$ cat src/rtl/bp8051_pkg.sv
// rtl/bp8051_pkg.sv - shared PC width, branch entry layout and queue depth default
// Contents: PC_W, DEPTH_DEF, pc_t, entry_t, redirect_target()
package bp8051_pkg;

  localparam int PC_W      = 16;
  localparam int DEPTH_DEF = 4;

  typedef logic [PC_W-1:0] pc_t;

  // One in-flight conditional branch as captured at issue time.
  typedef struct packed {
    pc_t  pc;
    logic pred;
    pc_t  target;
    pc_t  fall;
  } entry_t;

  // Corrected fetch PC once the real outcome is known.
  function automatic pc_t redirect_target(input entry_t e, input logic taken);
    return taken ? e.target : e.fall;
  endfunction

endpackage

$ cat src/rtl/branch_resolve_8051_if.sv
// rtl/branch_resolve_8051_if.sv - issue/resolve/predictor-update/redirect bus
// master: fetch/execute side (drives iss_*, res_*), slave: branch_resolve_8051
interface branch_resolve_8051_if;
  import bp8051_pkg::*;

  logic iss_valid;
  logic iss_ready;
  pc_t  iss_pc;
  logic iss_pred;
  pc_t  iss_target;
  pc_t  iss_fall;
  logic res_valid;
  logic res_taken;
  logic bp_branch;
  logic bp_actual;
  pc_t  bp_pc;
  logic redirect;
  pc_t  redirect_pc;

  modport master (
    output iss_valid, iss_pc, iss_pred, iss_target, iss_fall, res_valid, res_taken,
    input  iss_ready, bp_branch, bp_actual, bp_pc, redirect, redirect_pc
  );

  modport slave (
    input  iss_valid, iss_pc, iss_pred, iss_target, iss_fall, res_valid, res_taken,
    output iss_ready, bp_branch, bp_actual, bp_pc, redirect, redirect_pc
  );

endinterface

$ cat src/rtl/bq_fifo_8051.sv
// rtl/bq_fifo_8051.sv - in-order FIFO of in-flight branch entries
// Ports: clk, rst (sync, active-high), push/push_data, pop, clear (flush all),
//        count (0..DEPTH), head (oldest entry, valid when count > 0)
module bq_fifo_8051
  import bp8051_pkg::*;
#(
  parameter int DEPTH    = DEPTH_DEF,
  parameter int CNT_BITS = $clog2(DEPTH + 1)
) (
  input  logic                clk,
  input  logic                rst,
  input  logic                push,
  input  entry_t              push_data,
  input  logic                pop,
  input  logic                clear,
  output logic [CNT_BITS-1:0] count,
  output entry_t              head
);

  localparam int PTR_W = (DEPTH > 1) ? $clog2(DEPTH) : 1;

  entry_t              mem_q [DEPTH];
  entry_t              mem_d [DEPTH];
  logic [PTR_W-1:0]    wr_ptr_q, wr_ptr_d;
  logic [PTR_W-1:0]    rd_ptr_q, rd_ptr_d;
  logic [CNT_BITS-1:0] count_q, count_d;

  // DEPTH is a power of two, so natural pointer overflow gives the modulo wrap.
  always_comb begin
    mem_d    = mem_q;
    wr_ptr_d = wr_ptr_q;
    rd_ptr_d = rd_ptr_q;
    count_d  = count_q;
    if (clear) begin
      wr_ptr_d = '0;
      rd_ptr_d = '0;
      count_d  = '0;
    end else begin
      if (push) begin
        mem_d[wr_ptr_q] = push_data;
        wr_ptr_d        = wr_ptr_q + 1'b1;
      end
      if (pop) begin
        rd_ptr_d = rd_ptr_q + 1'b1;
      end
      if (push && !pop) begin
        count_d = count_q + 1'b1;
      end else if (pop && !push) begin
        count_d = count_q - 1'b1;
      end
    end
  end

  always_ff @(posedge clk) begin
    mem_q <= mem_d;
    if (rst) begin
      wr_ptr_q <= '0;
      rd_ptr_q <= '0;
      count_q  <= '0;
    end else begin
      wr_ptr_q <= wr_ptr_d;
      rd_ptr_q <= rd_ptr_d;
      count_q  <= count_d;
    end
  end

  assign count = count_q;
  assign head  = mem_q[rd_ptr_q];

endmodule

$ cat src/rtl/branch_resolve_8051.sv
// rtl/branch_resolve_8051.sv - conditional branch tracking, resolution and redirect
// Ports: clk, rst (sync, active-high), br (slave bus: issue, resolve, predictor
//        update, redirect), branch_cnt, mispredict_cnt, err_underflow (sticky)
module branch_resolve_8051
  import bp8051_pkg::*;
#(
  parameter int DEPTH = DEPTH_DEF,
  parameter int CNT_W = 16
) (
  input  logic                 clk,
  input  logic                 rst,
  branch_resolve_8051_if.slave br,
  output logic [CNT_W-1:0]     branch_cnt,
  output logic [CNT_W-1:0]     mispredict_cnt,
  output logic                 err_underflow
);

  localparam int                  CNT_BITS = $clog2(DEPTH + 1);
  localparam logic [CNT_BITS-1:0] FULL     = CNT_BITS'(DEPTH);

  logic [CNT_BITS-1:0] count;
  entry_t              head;
  entry_t              push_data;
  logic                pop, push, mispredict;

  logic             bp_branch_q, bp_branch_d;
  logic             bp_actual_q, bp_actual_d;
  pc_t              bp_pc_q, bp_pc_d;
  logic             redirect_q, redirect_d;
  pc_t              redirect_pc_q, redirect_pc_d;
  logic [CNT_W-1:0] branch_cnt_q, branch_cnt_d;
  logic [CNT_W-1:0] mispredict_cnt_q, mispredict_cnt_d;
  logic             err_underflow_q, err_underflow_d;

  assign push_data = '{pc: br.iss_pc, pred: br.iss_pred, target: br.iss_target, fall: br.iss_fall};

  // count is registered, so iss_ready has no combinational path from inputs.
  assign br.iss_ready = (count < FULL);
  assign pop          = br.res_valid && (count != '0);
  assign mispredict   = pop && (br.res_taken != head.pred);
  // A mispredict flushes the queue; anything issued alongside it is wrong-path.
  assign push         = br.iss_valid && br.iss_ready && !mispredict;

  bq_fifo_8051 #(.DEPTH(DEPTH), .CNT_BITS(CNT_BITS)) u_fifo (
    .clk       (clk),
    .rst       (rst),
    .push      (push),
    .push_data (push_data),
    .pop       (pop),
    .clear     (mispredict),
    .count     (count),
    .head      (head)
  );

  always_comb begin
    bp_branch_d      = pop;
    bp_actual_d      = pop && br.res_taken;
    bp_pc_d          = pop ? head.pc : '0;
    redirect_d       = mispredict;
    redirect_pc_d    = mispredict ? redirect_target(head, br.res_taken) : '0;
    branch_cnt_d     = branch_cnt_q;
    mispredict_cnt_d = mispredict_cnt_q;
    if (pop && !(&branch_cnt_q)) begin
      branch_cnt_d = branch_cnt_q + 1'b1;
    end
    if (mispredict && !(&mispredict_cnt_q)) begin
      mispredict_cnt_d = mispredict_cnt_q + 1'b1;
    end
    err_underflow_d = err_underflow_q || (br.res_valid && (count == '0));
  end

  always_ff @(posedge clk) begin
    if (rst) begin
      bp_branch_q      <= 1'b0;
      bp_actual_q      <= 1'b0;
      bp_pc_q          <= '0;
      redirect_q       <= 1'b0;
      redirect_pc_q    <= '0;
      branch_cnt_q     <= '0;
      mispredict_cnt_q <= '0;
      err_underflow_q  <= 1'b0;
    end else begin
      bp_branch_q      <= bp_branch_d;
      bp_actual_q      <= bp_actual_d;
      bp_pc_q          <= bp_pc_d;
      redirect_q       <= redirect_d;
      redirect_pc_q    <= redirect_pc_d;
      branch_cnt_q     <= branch_cnt_d;
      mispredict_cnt_q <= mispredict_cnt_d;
      err_underflow_q  <= err_underflow_d;
    end
  end

  assign br.bp_branch    = bp_branch_q;
  assign br.bp_actual    = bp_actual_q;
  assign br.bp_pc        = bp_pc_q;
  assign br.redirect     = redirect_q;
  assign br.redirect_pc  = redirect_pc_q;
  assign branch_cnt      = branch_cnt_q;
  assign mispredict_cnt  = mispredict_cnt_q;
  assign err_underflow   = err_underflow_q;

endmodule

$ cat src/flat_wrapper.sv
// flat-port wrapper written by rule: the top's interface ports become plain ports
module branch_resolve_8051_flat import bp8051_pkg::*;
#(
  parameter int DEPTH = DEPTH_DEF,
  parameter int CNT_W = 16
)
  (clk, rst, branch_cnt, mispredict_cnt, err_underflow, br_iss_valid, br_iss_pc, br_iss_pred, br_iss_target, br_iss_fall, br_res_valid, br_res_taken, br_iss_ready, br_bp_branch, br_bp_actual, br_bp_pc, br_redirect, br_redirect_pc);
  branch_resolve_8051_if br_i ();
  input  logic clk;
  input  logic rst;
  output logic [CNT_W-1:0] branch_cnt;
  output logic [CNT_W-1:0] mispredict_cnt;
  output logic err_underflow;
  input wire logic [$bits(br_i.iss_valid)-1:0] br_iss_valid;
  input wire logic [$bits(br_i.iss_pc)-1:0] br_iss_pc;
  input wire logic [$bits(br_i.iss_pred)-1:0] br_iss_pred;
  input wire logic [$bits(br_i.iss_target)-1:0] br_iss_target;
  input wire logic [$bits(br_i.iss_fall)-1:0] br_iss_fall;
  input wire logic [$bits(br_i.res_valid)-1:0] br_res_valid;
  input wire logic [$bits(br_i.res_taken)-1:0] br_res_taken;
  output wire logic [$bits(br_i.iss_ready)-1:0] br_iss_ready;
  output wire logic [$bits(br_i.bp_branch)-1:0] br_bp_branch;
  output wire logic [$bits(br_i.bp_actual)-1:0] br_bp_actual;
  output wire logic [$bits(br_i.bp_pc)-1:0] br_bp_pc;
  output wire logic [$bits(br_i.redirect)-1:0] br_redirect;
  output wire logic [$bits(br_i.redirect_pc)-1:0] br_redirect_pc;
  assign br_i.iss_valid = br_iss_valid;
  assign br_i.iss_pc = br_iss_pc;
  assign br_i.iss_pred = br_iss_pred;
  assign br_i.iss_target = br_iss_target;
  assign br_i.iss_fall = br_iss_fall;
  assign br_i.res_valid = br_res_valid;
  assign br_i.res_taken = br_res_taken;
  assign br_iss_ready = br_i.iss_ready;
  assign br_bp_branch = br_i.bp_branch;
  assign br_bp_actual = br_i.bp_actual;
  assign br_bp_pc = br_i.bp_pc;
  assign br_redirect = br_i.redirect;
  assign br_redirect_pc = br_i.redirect_pc;
  branch_resolve_8051 #(.DEPTH(DEPTH), .CNT_W(CNT_W)) u_core (.clk(clk), .rst(rst), .br(br_i), .branch_cnt(branch_cnt), .mispredict_cnt(mispredict_cnt), .err_underflow(err_underflow));
endmodule
$ cat config.mk
export PLATFORM = sky130hd
export DESIGN_NAME = branch_resolve_8051_flat
export DESIGN_NICKNAME = d
export VERILOG_FILES = /design/src/rtl/bp8051_pkg.sv /design/src/rtl/branch_resolve_8051_if.sv /design/src/rtl/bq_fifo_8051.sv /design/src/rtl/branch_resolve_8051.sv /design/src/flat_wrapper.sv
export SDC_FILE = /design/constraint.sdc
export NUM_CORES = 1
export LEC_CHECK = 0
export ABC_AREA = 1
export CAP_MARGIN = 10
export CORE_MARGIN = 2
export CORE_UTILIZATION = 50
export DETAILED_ROUTE_END_ITERATION = 10
export PLACE_DENSITY = 0.82
export SLEW_MARGIN = 20
export SYNTH_ARGS = -nofsm -noshare
export SYNTH_HDL_FRONTEND = slang
export SYNTH_SLANG_ARGS = --single-unit
$ cat constraint.sdc
create_clock -name clk -period 4 [get_ports clk]
set_clock_uncertainty 0.2 [all_clocks]
set_input_delay 0.8 -clock clk [delete_from_list [all_inputs] [get_ports clk]]
set_output_delay 0.8 -clock clk [all_outputs]
set_load 0.02 [all_outputs]
==> out/metrics.csv, run 1 <==
metric,value,unit
status,completed,
count of final setup violators,0,
DRC,0,
syn avg cell area,11.08,µm²
DR WL/cell,16.54,µm
Netlist cell types,36,
chip width,150,µm
cts hold-fix bufs,0,
Worst Path Arrival,3.43,ns
final core occ,62.06,%
Iteration-0 DRC Markers,619,
Post-synth EDFFs,196,
port bufs,122,
row count,53,
Worst Setup Path Type,reg2reg,
CTS Root Cell,clkbuf_16,
CTS Sinks,271,
cell-by-cell trace of the critical path,"inv_4, nand2_1, nand3_1, nand3_1, nand2_2, nand2_1, nand2_1, inv_1, ha_1, inv_1, fa_1, a21oi_1, o21ai_0, xor2_1, nor2_1",
Yosys top cell by area,edfxtp_1,
FMAX,310.8,MHz
CP Launch Type,flop,
Reg area,7392,µm²
Multi-input gate area,2938,µm²
total track usage,20.32,%
crit-path max cell delay,0.71,ns
leak pwr,4.480,nW
CTS Buf Count,26,
mapped cell area,10660,µm²
"Primary FF master, synth",edfxtp_1,
# IOs,123,
CP most frequent cell,nand2_1,
DR vias/cell,5.393,
syn_nets,1024,
"count leader, synth",edfxtp_1,
Worst EP required,4.21,ns
total number of vias,7426,
Die Y,150,µm
sequential share of the synthesized area,69.31,%
final WL,22.78,mm
RD Place Congestion,0.8588,
worst slew pin tran,0.7246,ns
CTS max path bufs,3,
Post-DRT Antenna Nets,0,
Fill cells,1618,
synth-to-layout area growth,22.01,%
post-DP HPWL,14.23,mm
Final Hold Viols,0,
TritonRoute pass-1 iters,5,
Max transition margin,51.54,%
clock slew at reported path FFs,0.06,ns
commonest cells in the netlist,"196 x edfxtp_1, 182 x nor2_1, 145 x nand2_1",
cells after synthesis,962,
Hold Path Class,reg2reg,
largest net degree at the start of global routing,54,
Post-synth ARST share,0,%
number of buffers added for setup after CTS,0,
PD cells,571.8,nW/µm²
"worst slack, placed",0.6578,ns
synthesized flop and latch total,271,
Resized Gates After CTS,0,
"Clk Latency, worst-skew pair",0.52,ns
H-tree depth,1,
layout cells sized above 1,8.084,%
total gr overflow,0,
final worst slack,0.7825,ns
RSZ-0062 raised after global routing,no,
Worst setup EP type,flop,
post-synth top area share,55.22,%
fin crit share,80.44,%
Starting Density,50.86,%
Max VDD drop,0.0003742,V
die area,22500,µm²
CP max-delay cell,dfxtp_4,
initial antenna violation count,2,
Synth area leaders,"edfxtp_1 55%, dfxtp_1 14%, nor2_1 6.4%",
Overall Power,0.007436,W
Hold WS,0.2548,ns
CTS tree,yes,
Total Nets Final,1143,
"Max FO, Critical Path",53,
Tmin final,3.218,ns
Core Region,20960,µm²
first-pass GRT wire length,36.09,mm
Max Transition Viols Final,0,
synth warn,0,
vias in the first global route,7223,
maxcap violations,0,
[registers in the layout, indices dropped and copies added (netlist names)]
register and cells:
u_core.br.bp_actual 1, u_core.br.bp_branch 1, u_core.br.bp_pc 16, u_core.br.redirect 1, u_core.br.redirect_pc 16, u_core.branch_cnt 16
u_core.err_underflow 1, u_core.mispredict_cnt 16, u_core.u_fifo.count 3, u_core.u_fifo.mem_q 196, u_core.u_fifo.rd_ptr_q 2, u_core.u_fifo.wr_ptr_q 2
[cells in the final DEF, fill, tap and decap left out, types with 3 or more instances in the layout]
master / count
clkbuf_1: 6
edfxtp_1: 196
o21ai_0: 102
buf_4: 12
xor2_1: 9
clkinv_1: 3
clkbuf_16: 27
nand3_1: 29
xnor2_1: 5
o22ai_1: 32
ha_1: 7
nor3b_1: 3
nor3_1: 4
inv_2: 3
nor2_1: 178
a21oi_1: 55
clkbuf_8: 3
clkdlybuf4s50_1: 122
nand4_1: 7
nand2_2: 6
dfxtp_1: 73
clkinv_2: 8
nor2_4: 4
a21oi_2: 10
inv_1: 32
nand2_1: 145
[stage by stage]
stage | instances | area [µm²] | setup TNS (ns)
finish | 1377 | 13000 | 0
global route | 1376 | 13000 | 0
CTS | 1376 | 13000 | 0
detailed placement | 1328 | 12170 | 0
global placement | 1328 | 12170 | 0
floorplan | 962 | 10660 | -23.28
[routing by layer]
layer  vias up  wire length [µm]  GRT usage [%]
met5         -                 0              0
met4         0               457          7.547
met3        37              1486          3.354
met2       269             11060          33.84
met1      3541              9772          26.95
li1       3579                 -              -
[logic make-up (layout without fill, tap and decap cells)]
kind of cell	count (synthesis)	count (layout)	synth area share [%]
other	0	1	0
xor gates and xnor gates	14	14	1.151
and+or+nand+nor	385	385	14.92
DFF	271	271	69.31
adders and majority gates	8	8	1.010
buffers and inverters	83	222	3.404
AOI/OAI and AO/OA	201	201	10.20
[worst max-delay path: cells and delay by family (launching register included)]
kind	cells	cell delay, ns
AOI/OAI and AO/OA	2	0.28
xor gates and xnor gates	1	0.15
adders and majority gates	2	0.53
buffers and inverters	3	0.46
DFF	1	0.71
and+or+nand+nor	7	0.73
[final timing paths]
kind	start	end	slack, ns	depth (start not counted)
worst min-delay path	u_core.err_underflow	u_core.err_underflow	0.25	2
worst max register to register	u_core.u_fifo.rd_ptr_q[0]	u_core.u_fifo.count[2]	0.78	15
worst max-delay path	u_core.u_fifo.rd_ptr_q[0]	u_core.u_fifo.count[2]	0.78	15
worst min register to register	u_core.err_underflow	u_core.err_underflow	0.25	2
[where the power goes]
part	internal [W]	switching, W	leakage, nW	total (W)
sequential	0.00339	0.000173	2.40	0.00356
combinational	0.000512	0.00101	1.67	0.00152
clock	0.00136	0.000998	0.414	0.00235
[layout make-up]
type	count	share of cell area, %
clock buffers	36	5.687
inverters	38	1.126
clock inverters	12	0.6928
multi-input cells	608	22.59
repair buffers	136	10.39
diodes	1	0.01924
well taps	275	2.646
flip-flops and latches	271	56.85
Power figures use the tool's default switching activity.
==> run 2: changes to the inputs <==
clock period = 2.66 ns   (was 4 ns; I/O delays follow)
==> out/metrics.csv, run 2 (same netlist as run 1, synthesis figures left out) <==
metric,value,unit,change
total gr overflow,0,,unchanged
status,completed,,
die area,22500,µm²,unchanged
Max Transition Viols Final,0,,unchanged
worst slew pin tran,0.7940,ns,+0.06940 ns
max reg flops,196,,unchanged
"commonest non-fill, non-tap cell in the layout",edfxtp_1,,
total track usage,20.74,%,+0.42 points
Die Y,150,µm,unchanged
RD Place Congestion,0.8541,,-0.55%
TritonRoute pass-1 iters,5,,unchanged
first-pass GRT wire length,36.98,mm,+2.4%
Max VDD drop,0.0005720,V,+53%
CTS Sinks,271,,unchanged
"Max FO, Critical Path",7,,-87%
Worst Setup Path Type,reg2out,,
DR WL/cell,16.76,µm,+1.3%
# diodes,0,,-1
Crit path max-delay family,buffers and inverters,,
cts hold-fix bufs,0,,unchanged
fin crit share,89.47,%,
cell-by-cell trace of the critical path,clkdlybuf4s50_1,,
CTS max path bufs,3,,unchanged
Core Region,20960,µm²,unchanged
RSZ-0062 raised after global routing,no,,
Resized Gates After CTS,0,,unchanged
count of final setup violators,0,,unchanged
Hold Path Class,reg2reg,,
CTS Buf Count,26,,unchanged
Starting Density,50.86,%,unchanged
leak pwr,4.652,nW,+3.8%
Post-DRT Antenna Nets,0,,unchanged
DP Area,12400,µm²,+1.9%
row count,53,,unchanged
FF-to-FF path depth,16,,+1
synth-to-layout area growth,24.88,%,
# IOs,123,,unchanged
Setup TNS,0,ns,unchanged
Iteration-0 DRC Markers,715,,+16%
Total Nets Final,1168,,+2.2%
CP max-delay cell,clkdlybuf4s50_1,,
crit-path max cell delay,0.67,ns,-0.04 ns
Tmin final,2.380,ns,
critical path depth in cells,1,,-14
FMAX,420.2,MHz,
number of buffers added for setup after CTS,0,,unchanged
reg2reg start,u_core.u_fifo.rd_ptr_q[0],,
Max transition margin,47.06,%,-4.5 points
CTS tree,yes,,
Worst EP required,1.93,ns,-2.28 ns
total number of vias,7564,,+1.9%
final WL,23.48,mm,+3.1%
DRC,0,,unchanged
initial antenna violation count,0,,-2
largest net degree at the start of global routing,81,,+50%
H-tree depth,1,,unchanged
HP Start,u_core.err_underflow,,
"Clk Latency, worst-skew pair",0.53,ns,about the same
PD cells,876.2,nW/µm²,+53%
"commonest cells after routing, fill and taps aside","196 x edfxtp_1, 178 x nor2_1, 145 x nand2_1",,
post-DP HPWL,14.85,mm,+4.3%
port bufs,122,,unchanged
Reg with most FFs,u_core.u_fifo.mem_q,,
Worst Path Arrival,1.65,ns,-1.78 ns
layout cells sized above 1,10.21,%,+2.1 points
Worst setup EP type,output port,,
DR vias/cell,5.399,,+0.11%
CTS Root Cell,clkbuf_16,,
clock slew at reported path FFs,0.06,ns,about the same
Hold Crit Depth,2,,unchanged
final instance area,13310,µm²,+2.3%
CP Launch Type,flop,,
vias in the first global route,7296,,+1.0%
chip width,150,µm,unchanged
CP Launch Point,u_core.mispredict_cnt[2],,
Final Hold Viols,0,,unchanged
Crit path buffers/inverters,1,,-2
maxcap violations,0,,unchanged
-- run 2: changes by cell type in the layout (fill, tap and decap cells not counted), moves of 2 or more --
cell	before	now
buf_12	2	5
buf_4	12	34
bufinv_16	1	3
clkbuf_8	3	7
clkinv_2	8	4
clkinv_4	2	0
-- run 2: worst paths after layout --
path | slack, ns | end
worst max-delay path | 0.28 | mispredict_cnt[2]
worst min-delay path | 0.25 | u_core.err_underflow
worst max register to register | 0.32 | u_core.u_fifo.count[2]
worst min register to register | 0.25 | u_core.err_underflow
-- run 2: per-stage QoR --
stage	utilization [%]	power [W]	cells	hold WS [ns]	worst slack, ns
final	63.51	0.01166	1401	0.2494	0.2800
after global routing	63.51	0.01219	1401	0.2848	0.08970
after CTS	63.51	0.01170	1401	0.2492	0.2711
after detailed placement	59.16	0.007894	1353	0.2395	-0.1785
after global placement	59.16	0.007802	1353	0.2416	-0.1470
after floorplan	-	0.006925	962	0.2778	-0.4200
-- run 2: final cells by class --
class,instances,area [µm²]
timing repair buffer,161,1577
clock buffer,39,790.8
tap,275,344.1
fill,1528,7646
sequential,271,7392
inverter,38,146.4
multi-input combinational,608,2938
clock inverter,9,121.4
-- run 2: layer usage --
| layer | vias up | global-route usage (%) | part of all wire (%) |
|---|---|---|---|
| met5 | - | 0 | 0 |
| met4 | 0 | 6.226 | 2.1 |
| met3 | 42 | 3.232 | 7.4 |
| met2 | 309 | 35.02 | 49 |
| met1 | 3589 | 27.85 | 41 |
| li1 | 3624 | - | - |
-- run 2: power by group --
group          switching (W)  internal, W
logic                0.00166     0.000907
clock network        0.00148      0.00234
registers           0.000178      0.00509
total                0.00333      0.00834
==> run 3: changes to the inputs <==
SYNTH_HIERARCHICAL = 1   (was default)
==> out/metrics.csv, run 3 <==
metric,value,unit,change
Tmin final,2.531,ns,+0.1510 ns
first-pass GRT wire length,37.98,mm,+2.7%
Yosys top cell by area,edfxtp_1,,
Starting Density,51.11,%,+0.25 points
port bufs,122,,unchanged
"commonest non-fill, non-tap cell in the layout",edfxtp_1,,
syn_nets,1031,,+0.68%
CTS tree,yes,,
Max Transition Viols Final,0,,unchanged
"count leader, synth",nor2_1,,
CP max-delay cell,clkdlybuf4s50_1,,
number of buffers added for setup after CTS,0,,unchanged
Worst Setup Path Type,reg2out,,
Crit path buffers/inverters,2,,+1
Worst Path Arrival,1.80,ns,+0.15 ns
Reg with most FFs,u_core/u_fifo/mem_q,,
"worst slack, placed",-0.2141,ns,-0.03559 ns
Netlist cell types,36,,unchanged
synth-to-layout area growth,23.16,%,
Iteration-0 DRC Markers,580,,-19%
mapped cell area,10810,µm²,+1.4%
Core Region,21150,µm²,+0.95%
cts hold-fix bufs,0,,unchanged
final core occ,62.94,%,-0.57 points
Max VDD drop,0.0006046,V,+5.7%
TritonRoute pass-1 iters,6,,+1
final worst slack,0.1290,ns,-0.1510 ns
Worst setup EP type,output port,,
fin crit share,95.15,%,+5.7 points
vias in the first global route,7598,,+4.1%
"Primary FF master, synth",edfxtp_1,,
Synth area leaders,"edfxtp_1 54%, dfxtp_1 14%, nor2_1 6.8%",,
syn avg cell area,11.16,µm²,+0.71%
crit-path max cell delay,0.67,ns,about the same
HP Start,u_core/err_underflow,,
post-synthesis mux area share,0,%,unchanged
CP Launch Point,u_core/u_fifo/count[2],,
Final Hold Viols,0,,unchanged
Resized Gates After CTS,0,,unchanged
FMAX,395.1,MHz,-6.0%
Crit path max-delay family,buffers and inverters,,
cells after synthesis,969,,+0.73%
final WL,23.96,mm,+2.1%
row count,53,,unchanged
chip width,151.1,µm,+0.70%
Worst EP required,1.93,ns,about the same
post-synthesis xor/xnor area fraction,0.2430,%,-0.91 points
PD cells,880.4,nW/µm²,+0.48%
commonest cells in the netlist,"197 x nor2_1, 196 x edfxtp_1, 122 x nand2_1",,
max reg flops,196,,unchanged
Setup TNS,0,ns,unchanged
clock slew at reported path FFs,0.06,ns,about the same
total track usage,21.17,%,+0.43 points
die area,22820,µm²,+1.4%
# diodes,0,,unchanged
total gr overflow,0,,unchanged
Max transition margin,47.43,%,+0.37 points
post-synth top area share,54.44,%,-0.79 points
initial antenna violation count,1,,+1
total number of vias,7646,,+1.1%
Overall Power,0.01172,W,+0.52%
Synth Area in Simple Gates,15.09,%,+0.17 points
largest family of logic cells by synthesized area,simple AND/OR/NAND/NOR gates,,
"Max FO, Critical Path",5,,-2
sequential share of the synthesized area,68.33,%,-0.99 points
worst slew pin tran,0.7876,ns,-0.006432 ns
H-tree depth,1,,unchanged
Post-synth EDFFs,196,,unchanged
synthesized flop and latch total,271,,unchanged
DRC,0,,unchanged
post-DP HPWL,15.02,mm,+1.1%
DR vias/cell,5.461,,+1.2%
Post-DRT Antenna Nets,0,,unchanged
largest net degree at the start of global routing,73,,-9.9%
adder-cell area share of the yosys netlist,0.9953,%,-0.014 points
CTS Root Cell,clkbuf_16,,
maxcap violations,0,,unchanged
cell-by-cell trace of the critical path,"inv_1, clkdlybuf4s50_1",,
Die Y,151.1,µm,+0.70%
RD Place Congestion,0.8744,,+2.4%
DR WL/cell,17.12,µm,+2.1%
Post-synth ARST share,0,%,unchanged
reg2reg start,u_core/u_fifo/rd_ptr_q[0],,
Hold Path Class,reg2reg,,
Fill cells,1580,,+3.4%
layout cells sized above 1,10.58,%,+0.36 points
leak pwr,4.703,nW,+1.1%
"Clk Latency, worst-skew pair",0.55,ns,+0.02 ns
CP Launch Type,flop,,
# IOs,123,,unchanged
CTS Sinks,271,,unchanged
r2r setup slk,0.16,ns,-0.16 ns
"commonest cells after routing, fill and taps aside","196 x edfxtp_1, 192 x nor2_1, 122 x clkdlybuf4s50_1, 122 x nand2_1, 102 x o21ai_0",,
Total Nets Final,1166,,-0.17%
synth warn,6,,+6
CTS Buf Count,27,,+3.8%
Synth Area in Compound Gates,10.76,%,+0.56 points
status,completed,,
RSZ-0062 raised after global routing,no,,
count of final setup violators,0,,unchanged
CTS max path bufs,3,,unchanged
-- run 3: logic make-up (layout without fill, tap and decap cells) --
kind of cell    after synthesis  in the layout
buf+inv                     100            256
flops                       271            271
xor+xnor                      3              3
fa+ha+maj                     8              8
simple gates                381            381
compound gates              206            206
-- run 3: area by class of cell --
class	count	area (µm²)	area share (%)
clock buffer	36	719.4	5.403
timing repair buffer	148	1504	11.29
inverter	58	227.7	1.710
clock inverter	14	148.9	1.118
tap	275	344.1	2.584
sequential	271	7392	55.52
multi-input combinational	598	2979	22.37
-- run 3: worst paths after layout --
kind | end | cells after the start
worst max-delay path | br_iss_ready | 2
worst min-delay path | u_core/err_underflow | 2
worst max register to register | u_core/u_fifo/mem_q[3] | 12
worst min register to register | u_core/err_underflow | 2
-- run 3: worst register-to-register path, stage by stage, from the launching register on --
cell     delay [ns]
dfxtp_4        0.39
o21ai_2        0.07
o22ai_2        0.24
inv_1          0.09
nand2_2        0.09
nand2_4        0.06
nand3_4        0.08
nand3_2        0.08
inv_2          0.10
inv_2          0.04
or2_4          0.30
nor2_4         0.18
buf_12         0.25
-- run 3: power by group --
part | internal [W] | switching, W | leakage [nW]
logic | 0.000947 | 0.00178 | 1.89
clock network | 0.00212 | 0.00157 | 0.420
registers | 0.00512 | 0.000187 | 2.40
-- run 3: metrics by stage --
| stage | instance area, µm² | hold slack, ns | instances |
|---|---|---|---|
| floorplan | 10890 | 0.2817 | 969 |
| global placement | 12450 | 0.2596 | 1350 |
| detailed placement | 12450 | 0.2704 | 1350 |
| CTS | 13320 | 0.2804 | 1400 |
| global route | 13320 | 0.3113 | 1400 |
| finish | 13320 | 0.2859 | 1400 |
-- run 3: metal layers --
| layer | track usage (%) | routed length [µm] | vias to the layer above |
|---|---|---|---|
| li1 | - | - | 3648 |
| met1 | 26.76 | 9698 | 3649 |
| met2 | 36.27 | 11980 | 293 |
| met3 | 4.247 | 1601 | 54 |
| met4 | 7.850 | 676 | 2 |
| met5 | 0 | 8 | - |
